==> config.mk <==
export PLATFORM = sky130hd
export DESIGN_NAME = arbitrated_bus_flat
export DESIGN_NICKNAME = d
export VERILOG_FILES = /design/src/rtl/arbitrated_bus_if.sv /design/src/rtl/arbitrated_bus.sv /design/src/flat_wrapper.sv
export SDC_FILE = /design/constraint.sdc
export NUM_CORES = 1
export LEC_CHECK = 0
export CORE_ASPECT_RATIO = 1.25
export CORE_MARGIN = 2
export CORE_UTILIZATION = 40
export CTS_BUF_LIST = sky130_fd_sc_hd__clkbuf_16
export DETAILED_ROUTE_END_ITERATION = 16
export PLACE_DENSITY = 0.91
export SLEW_MARGIN = 15
export SYNTH_ARGS = -nofsm -noshare
export SYNTH_HDL_FRONTEND = slang
export SYNTH_SLANG_ARGS = --single-unit
export TNS_END_PERCENT = 5
==> constraint.sdc <==
create_clock -name clk -period 3.2 [get_ports clk]
set_input_delay 0.96 -clock clk [delete_from_list [all_inputs] [get_ports clk]]
set_output_delay 0.96 -clock clk [all_outputs]
set_load 0.02 [all_outputs]
==> src/rtl/arbitrated_bus_if.sv <==
// Shared-bus bundle: requester data, request and lock lines in, and the
// arbitration results (grant, owner, bus value, contention) back out.
interface arbitrated_bus_if #(
  parameter int WIDTH = 8,
  parameter int COUNT = 8
);
  localparam int ENC = $clog2(COUNT + 1);

  logic [WIDTH*COUNT-1:0] in;
  logic [COUNT-1:0]       req;
  logic [COUNT-1:0]       lock;
  logic [COUNT-1:0]       grant;
  logic [ENC-1:0]         owner;
  logic                   busy;
  logic [WIDTH-1:0]       out;
  logic                   conflict;
  logic [7:0]             conflict_count;

  modport master (
    output in, req, lock,
    input  grant, owner, busy, out, conflict, conflict_count
  );

  modport slave (
    input  in, req, lock,
    output grant, owner, busy, out, conflict, conflict_count
  );
endinterface

==> src/rtl/arbitrated_bus.sv <==
// Clocked shared-bus arbiter: fixed-priority or round-robin ownership with
// owner lock, optional idle keeper and a saturating contention counter.
module arbitrated_bus #(
  parameter int               WIDTH         = 8,
  parameter int               COUNT         = 8,
  parameter logic [WIDTH-1:0] DEFAULT_VALUE = '1,
  parameter int               ROUND_ROBIN   = 0,
  parameter int               KEEPER        = 0
) (
  input logic               clk,
  input logic               reset,
  arbitrated_bus_if.slave   bus
);
  localparam int ENC = $clog2(COUNT + 1);
  localparam int PW  = $clog2(COUNT);

  logic [COUNT-1:0] grant_q, grant_d;
  logic [ENC-1:0]   owner_q, owner_d;
  logic             busy_q, busy_d;
  logic             conflict_q, conflict_d;
  logic [7:0]       count_q;
  logic [WIDTH-1:0] keep_q;
  logic [PW-1:0]    ptr_q, ptr_d;
  logic [WIDTH-1:0] out_w;
  logic [PW-1:0]    win;
  logic             hold;
  logic             any_req;

  // Bus value: owner's live data while busy, otherwise the idle value.
  always_comb begin
    out_w = (KEEPER != 0) ? keep_q : DEFAULT_VALUE;
    if (busy_q) begin
      for (int i = 0; i < COUNT; i++) begin
        if (grant_q[i]) out_w = bus.in[i*WIDTH +: WIDTH];
      end
    end
  end

  assign hold    = busy_q && (|(grant_q & bus.req & bus.lock));
  assign any_req = |bus.req;

  // Winner selection; round-robin starts searching just past the last winner.
  always_comb begin
    int            c;
    logic [PW-1:0] idx;
    logic          found;
    win   = '0;
    c     = 0;
    idx   = '0;
    found = 1'b0;
    if (ROUND_ROBIN != 0) begin
      for (int k = 1; k <= COUNT; k++) begin
        c   = (int'(ptr_q) + k) % COUNT;
        idx = PW'(c);
        if (!found && bus.req[idx]) begin
          win   = idx;
          found = 1'b1;
        end
      end
    end else begin
      for (int i = 0; i < COUNT; i++) begin
        if (bus.req[i]) win = PW'(i);
      end
    end
  end

  always_comb begin
    grant_d    = grant_q;
    owner_d    = owner_q;
    busy_d     = busy_q;
    ptr_d      = ptr_q;
    conflict_d = 1'b0;
    if (!hold) begin
      if (any_req) begin
        grant_d      = '0;
        grant_d[win] = 1'b1;
        owner_d      = ENC'(win) + ENC'(1);
        busy_d       = 1'b1;
        if (ROUND_ROBIN != 0) ptr_d = win;
        conflict_d   = ($countones(bus.req) > 1);
      end else begin
        grant_d = '0;
        owner_d = '0;
        busy_d  = 1'b0;
      end
    end
  end

  always_ff @(posedge clk or posedge reset) begin
    if (reset) begin
      grant_q    <= '0;
      owner_q    <= '0;
      busy_q     <= 1'b0;
      conflict_q <= 1'b0;
      count_q    <= '0;
      keep_q     <= DEFAULT_VALUE;
      ptr_q      <= PW'(COUNT - 1);
    end else begin
      grant_q    <= grant_d;
      owner_q    <= owner_d;
      busy_q     <= busy_d;
      conflict_q <= conflict_d;
      ptr_q      <= ptr_d;
      if (conflict_d && (count_q != 8'hFF)) count_q <= count_q + 8'd1;
      if (busy_q) keep_q <= out_w;
    end
  end

  assign bus.grant          = grant_q;
  assign bus.owner          = owner_q;
  assign bus.busy           = busy_q;
  assign bus.out            = out_w;
  assign bus.conflict       = conflict_q;
  assign bus.conflict_count = count_q;
endmodule

==> src/flat_wrapper.sv <==
// flat-port wrapper written by rule: the top's interface ports become plain ports
module arbitrated_bus_flat 
#(
  parameter int               WIDTH         = 8,
  parameter int               COUNT         = 8,
  parameter logic [WIDTH-1:0] DEFAULT_VALUE = '1,
  parameter int               ROUND_ROBIN   = 0,
  parameter int               KEEPER        = 0
)
  (clk, reset, bus_in, bus_req, bus_lock, bus_grant, bus_owner, bus_busy, bus_out, bus_conflict, bus_conflict_count);
  arbitrated_bus_if #(.WIDTH(WIDTH), .COUNT(COUNT)) bus_i ();
  input logic clk;
  input logic reset;
  input wire logic [$bits(bus_i.in)-1:0] bus_in;
  input wire logic [$bits(bus_i.req)-1:0] bus_req;
  input wire logic [$bits(bus_i.lock)-1:0] bus_lock;
  output wire logic [$bits(bus_i.grant)-1:0] bus_grant;
  output wire logic [$bits(bus_i.owner)-1:0] bus_owner;
  output wire logic [$bits(bus_i.busy)-1:0] bus_busy;
  output wire logic [$bits(bus_i.out)-1:0] bus_out;
  output wire logic [$bits(bus_i.conflict)-1:0] bus_conflict;
  output wire logic [$bits(bus_i.conflict_count)-1:0] bus_conflict_count;
  assign bus_i.in = bus_in;
  assign bus_i.req = bus_req;
  assign bus_i.lock = bus_lock;
  assign bus_grant = bus_i.grant;
  assign bus_owner = bus_i.owner;
  assign bus_busy = bus_i.busy;
  assign bus_out = bus_i.out;
  assign bus_conflict = bus_i.conflict;
  assign bus_conflict_count = bus_i.conflict_count;
  arbitrated_bus #(.WIDTH(WIDTH), .COUNT(COUNT), .DEFAULT_VALUE(DEFAULT_VALUE), .ROUND_ROBIN(ROUND_ROBIN), .KEEPER(KEEPER)) u_core (.clk(clk), .reset(reset), .bus(bus_i));
endmodule
=== Yosys cells after proc, flatten, opt, wreduce, memory -nomap -nowiden ===
Cells that the tools add are included.

* Flip-flop bits (word level): 22
* Bits of input ports: 82

* Add/sub/neg operators: 9
* Order comparisons: 3
* Equal/unequal tests: 1
* Multiplexer cells: 23
* Bitwise gates (word level): 2
* Reductions and logical operators: 5

{| class="wikitable"
|+ Operator list
! kind !! number
|-
| $add A32 B32 Y32 || 3
|-
| $mux W8 || 10
|-
| $gt A32 B2 Y1 const B || 1
|-
| $and A8 B8 Y8 || 2
|-
| $reduce_or A8 Y1 || 2
|-
| $mux W3 || 4
|-
| $add A1 B1 Y2 || 4
|-
| $add A8 B1 Y8 const B || 1
|-
| $ne A8 B8 Y1 const B || 1
|-
| $mux W1 || 5
|-
| $add A3 B1 Y4 const B || 1
|-
| $lt A3 B4 Y1 const B || 1
|-
| $mux W2 || 2
|-
| $mux W4 || 1
|-
| $demux W1 S3 || 1
|-
| $ge A3 B1 Y1 const B || 1
|-
| $logic_and A1 B1 Y1 || 3
|}

=== Longest topological paths before layout ===
* Depth after elaboration: 12
* Gate-level depth with buffers: 13
* Depth with buffers taken out: 13

=== Worst setup path after synthesis ===
Ideal clock, no wire load.

* Path kind: in2reg
* Start: input bus_req[6]
* End: register u_core.count_q[1], in the netlist u_core.bus.conflict_count[1]
* Library setup time: 0.125 ns
* Data arrival time: 3.745 ns
* Data required time: 3.075 ns
* Path slack: -0.670 ns
* Stages on the path: 13
* Path buffers: 0
* Path through: inv_1 -> ha_1 -> inv_1 -> fa_1 -> inv_1 -> fa_1 -> ha_1 -> inv_1 -> fa_1 -> nand3b_1 -> nand2_1 -> or3_4 -> mux2_4

* Word-level cells in the longest chain between the ends: 7
* Elaborated cells between the ends (all ways): 12
* Those cells by class: 3 x add/sub; 1 x order compare; 2 x mux; 2 x bitwise; 4 x reduce/logical

{| class="wikitable"
|+ Ends and longest elaborated chain
! item !! line !! RTL
|-
| start, declared || flat_wrapper.sv:15 || <nowiki>input wire logic [$bits(bus_i.req)-1:0] bus_req;</nowiki>
|-
| $add A1 B1 Y2 (implied by the code) || arbitrated_bus.sv:80 || <nowiki>conflict_d = ($countones(bus.req) > 1);</nowiki>
|-
| $add A32 B32 Y32 (implied by the code) (2 in series) || arbitrated_bus.sv:80 ||
|-
| $gt A32 B2 Y1 || arbitrated_bus.sv:80 ||
|-
| $mux W1 || arbitrated_bus.sv:74 || <nowiki>if (any_req) begin</nowiki>
|-
| $mux W1 * || arbitrated_bus.sv:73 || <nowiki>if (!hold) begin</nowiki>
|-
| $logic_and A1 B1 Y1 * || arbitrated_bus.sv:104 || <nowiki>if (conflict_d && (count_q != 8'hFF)) count_q <= count_q + 8'd1;</nowiki>
|-
| end signal, assigned || arbitrated_bus.sv:104 ||
|-
| end, declared || arbitrated_bus.sv:21 || <nowiki>logic [7:0] count_q;</nowiki>
|}

Mark *: on every way between the ends. The rest lies on a longest branch, timed or not.
A chain may end at the register's enable or synchronous reset.

=== Worst setup path after layout ===
* Start: input bus_req[3]
* End: register u_core.count_q[1], in the netlist u_core.bus.conflict_count[1]

Same word-level chain as after synthesis.

==> results_dict.tcl <==
set metrics [dict create \
    synth.most_common_cell "inv_1" \
    cp-start-kind "primary input" \
    netlist.area_leader.share_pct 25.2 \
    vias_per_cell 5.45 \
    cts_hold_buf 0 \
    wl_per_cell_microns 16.4 \
    via_count 2422 \
    worst_setup_path_end_kind "register" \
    grt-ovfl-total 0 \
    synth_flop_cell "dfrtp_1" \
    dp_hpwl_microns 5520 \
    finalCritPeriodShare_pct 112 \
    cts_setup_buffers 0 \
    relSlewSlack_pct 46.6 \
    fmax_mhz 278 \
    drt_iter0_markers 115 \
    total_leakage_power_nw 1.63 \
    grt_pass1_wl_microns 11200 \
    portBuffers 111 \
    clock-skew-final_ns 0.00180 \
    tightest_slew_ns 0.801 \
    grt_pass1_vias 2465 \
    fin_tns_setup_ns -4.32 \
    totalWireLength_microns 7270 \
    clk_pin_slew_worst_paths_ns 0.06 \
    track_usage_pct 24.9 \
    cts_tree "built" \
    syn_inst 249 \
    cts.sinks 21 \
    synthToLayoutAreaGrowth_pct 72.4 \
    antenna_left 0 \
    cts-root-buf "clkbuf_16" \
    synth-edff-count 0 \
    path_max_fanout 6 \
    layout_min_cycle_time_ns 3.59 \
    utilization_pct 71.1 \
    die_w_microns 68.5 \
    grt_start_max_net_pins 22 \
    netlist_area_sq_mm 0.00208 \
    clock_latency_ns 0.25 \
    io_pins 112 \
    die_h_microns 84.7 \
    synth_seq_cells 21 \
    h-tree-depth 1 \
    nNetsFinal 483 \
    start_util_pct 41.3 \
    dp_slack_ns -1.25 \
    hp-class "reg -> reg" \
    hold_viol_final 0 \
    dr.pass1.iters 4 \
    synthTopCellsByCount "inv_1, nor2_1, a221o_1, dfrtp_1, nand2_1" \
    nFillCells 377 \
    critPathArrivalTime_ns 3.73 \
    cts_buffer_depth 2 \
    gp_congestion 0.860 \
    core_area_sq_mm 0.00504 \
    async_reset_ff_share_pct 100 \
    cts_inserted_buffers 3 \
    ys_seq_area_share_pct 25.2 \
    slew_violations 0 \
    synth_nets 349 \
    ys_types 42 \
    num_antenna_cells 0 \
    status "finished with violations" \
    setup-violations-final 16 \
    rsz0062_at_grt "true" \
    ys_warn_count 0 \
    worstSetupPathType "in -> reg" \
    die_area_sq_mm 0.00580 \
    p_per_area_mw_per_mm2 436 \
    maxCapViolCount 0 \
    ys_top_cells_by_area "dfrtp_1, a221o_1, ha_1" \
    antenna_found_initial 0 \
    timing.critical_path.required_ns 3.34 \
    synth_largest_area_cell "dfrtp_1" \
    vdd_drop_max_uv 532 \
    drc 0 \
    avgSynthCellArea_sq_um 8.36 \
    setup_slack_ns -0.391 \
    violations "setup timing" \
    rows 29 \
    drive_gt1_share_pct 24.6 \
]
[worst paths after layout]
path	from	to	slack, ns	cells past startpoint
worst max-delay path	bus_req[3]	u_core.bus.conflict_count[1]	-0.39	14
worst min-delay path	u_core.bus.owner[2]	u_core.bus.owner[2]	0.49	2
worst max register to register	u_core.bus.grant[6]	u_core.bus.grant[6]	0.94	5
worst min register to register	u_core.bus.owner[2]	u_core.bus.owner[2]	0.49	2
max in group asynchronous	reset	u_core.bus.grant[3]	1.54	2
min in group asynchronous	reset	u_core.bus.conflict_count[6]	1.16	2
[power breakdown]
group	switching (mW)	leakage, nW	internal, mW	total (mW)
logic	0.411	1.33	0.456	0.867
registers	0.0945	0.259	0.338	0.432
clock network	0.0977	0.0409	0.168	0.266
total	0.603	1.63	0.961	1.56
[metal layers]
metal	wire [microns]	vias to the layer above	track usage, %	part of all wire (%)
met5	0	-	0	0
met4	200	0	10.7	2.8
met3	696	20	6.43	9.6
met2	3800	101	46.6	52
met1	2570	1161	24.3	35
li1	-	1140	-	-
[registers in the layout, summed over array words and instances, names as in the netlist]
name and cells:
u_core.bus.busy 1, u_core.bus.conflict 1, u_core.bus.conflict_count 8, u_core.bus.grant 7, u_core.bus.owner 4
[cell families (layout without fill, tap and decap cells)]
kind of cell	count (synthesis)	after routing	synth area share [%]
muxes	3	3	1.80
AOI/OAI and AO/OA	68	68	27.8
and+or+nand+nor	74	74	17.8
DFF	21	21	25.2
buffers and inverters	60	193	13.0
xor gates and xnor gates	5	5	2.10
adders and majority gates	18	18	12.3
[area by class of cell]
class	instances	area (sq um)	area share [%]
well taps	62	77.6	2.16
flip-flops and latches	21	526	14.6
clock buffers	3	75.1	2.09
clock inverters	1	5.00	0.139
repair buffers	146	1340	37.4
multi-input cells	168	1400	38.9
inverters	43	166	4.64
[through the flow]
stage               hold WS [ns]  power (mW)  cells  area [sq um]
finish                     0.492        1.56    444          3590
global route               0.514        1.65    444          3590
CTS                        0.495        1.55    444          3560
detailed placement         0.477        1.28    440          3460
global placement           0.480        1.25    440          3460
floorplan                  0.582       0.857    249          2120
[worst max-delay path: stages]
cell and delay (ns):
buf_6 0.09, inv_4 0.04, ha_4 0.25, inv_2 0.04, fa_2 0.37, inv_2 0.06, fa_1 0.42, ha_2 0.19
inv_2 0.05, fa_1 0.39, nand3b_1 0.10, nand2_2 0.11, or3_4 0.35, mux2_4 0.30
[cell usage in the layout (no fill, tap or decap), drive strengths merged, types with 2 or more instances in the layout]
master / count
clkdlybuf4s50: 77
buf: 54
inv: 43
nor2: 22
a221o: 21
dfrtp: 21
nand2: 21
a21oi: 18
ha: 14
a31oi: 12
dlygate4sd2: 10
and3: 6
nand3: 5
clkdlybuf4s15: 5
o21ai: 4
o41ai: 4
nand2b: 4
a22o: 4
fa: 4
nor2b: 3
xnor2: 3
clkbuf: 3
mux2: 3
nor3: 3
xor2: 2
or4: 2
nor4: 2
[repair_timing]
action / CTS / global route
hold endpoints to repair: 0 / 0
gates resized for setup: 137 / 6
pin swaps: 43 / 11
endpoints found under the setup margin: 17 / 17
(Power assumes the default switching activity.)
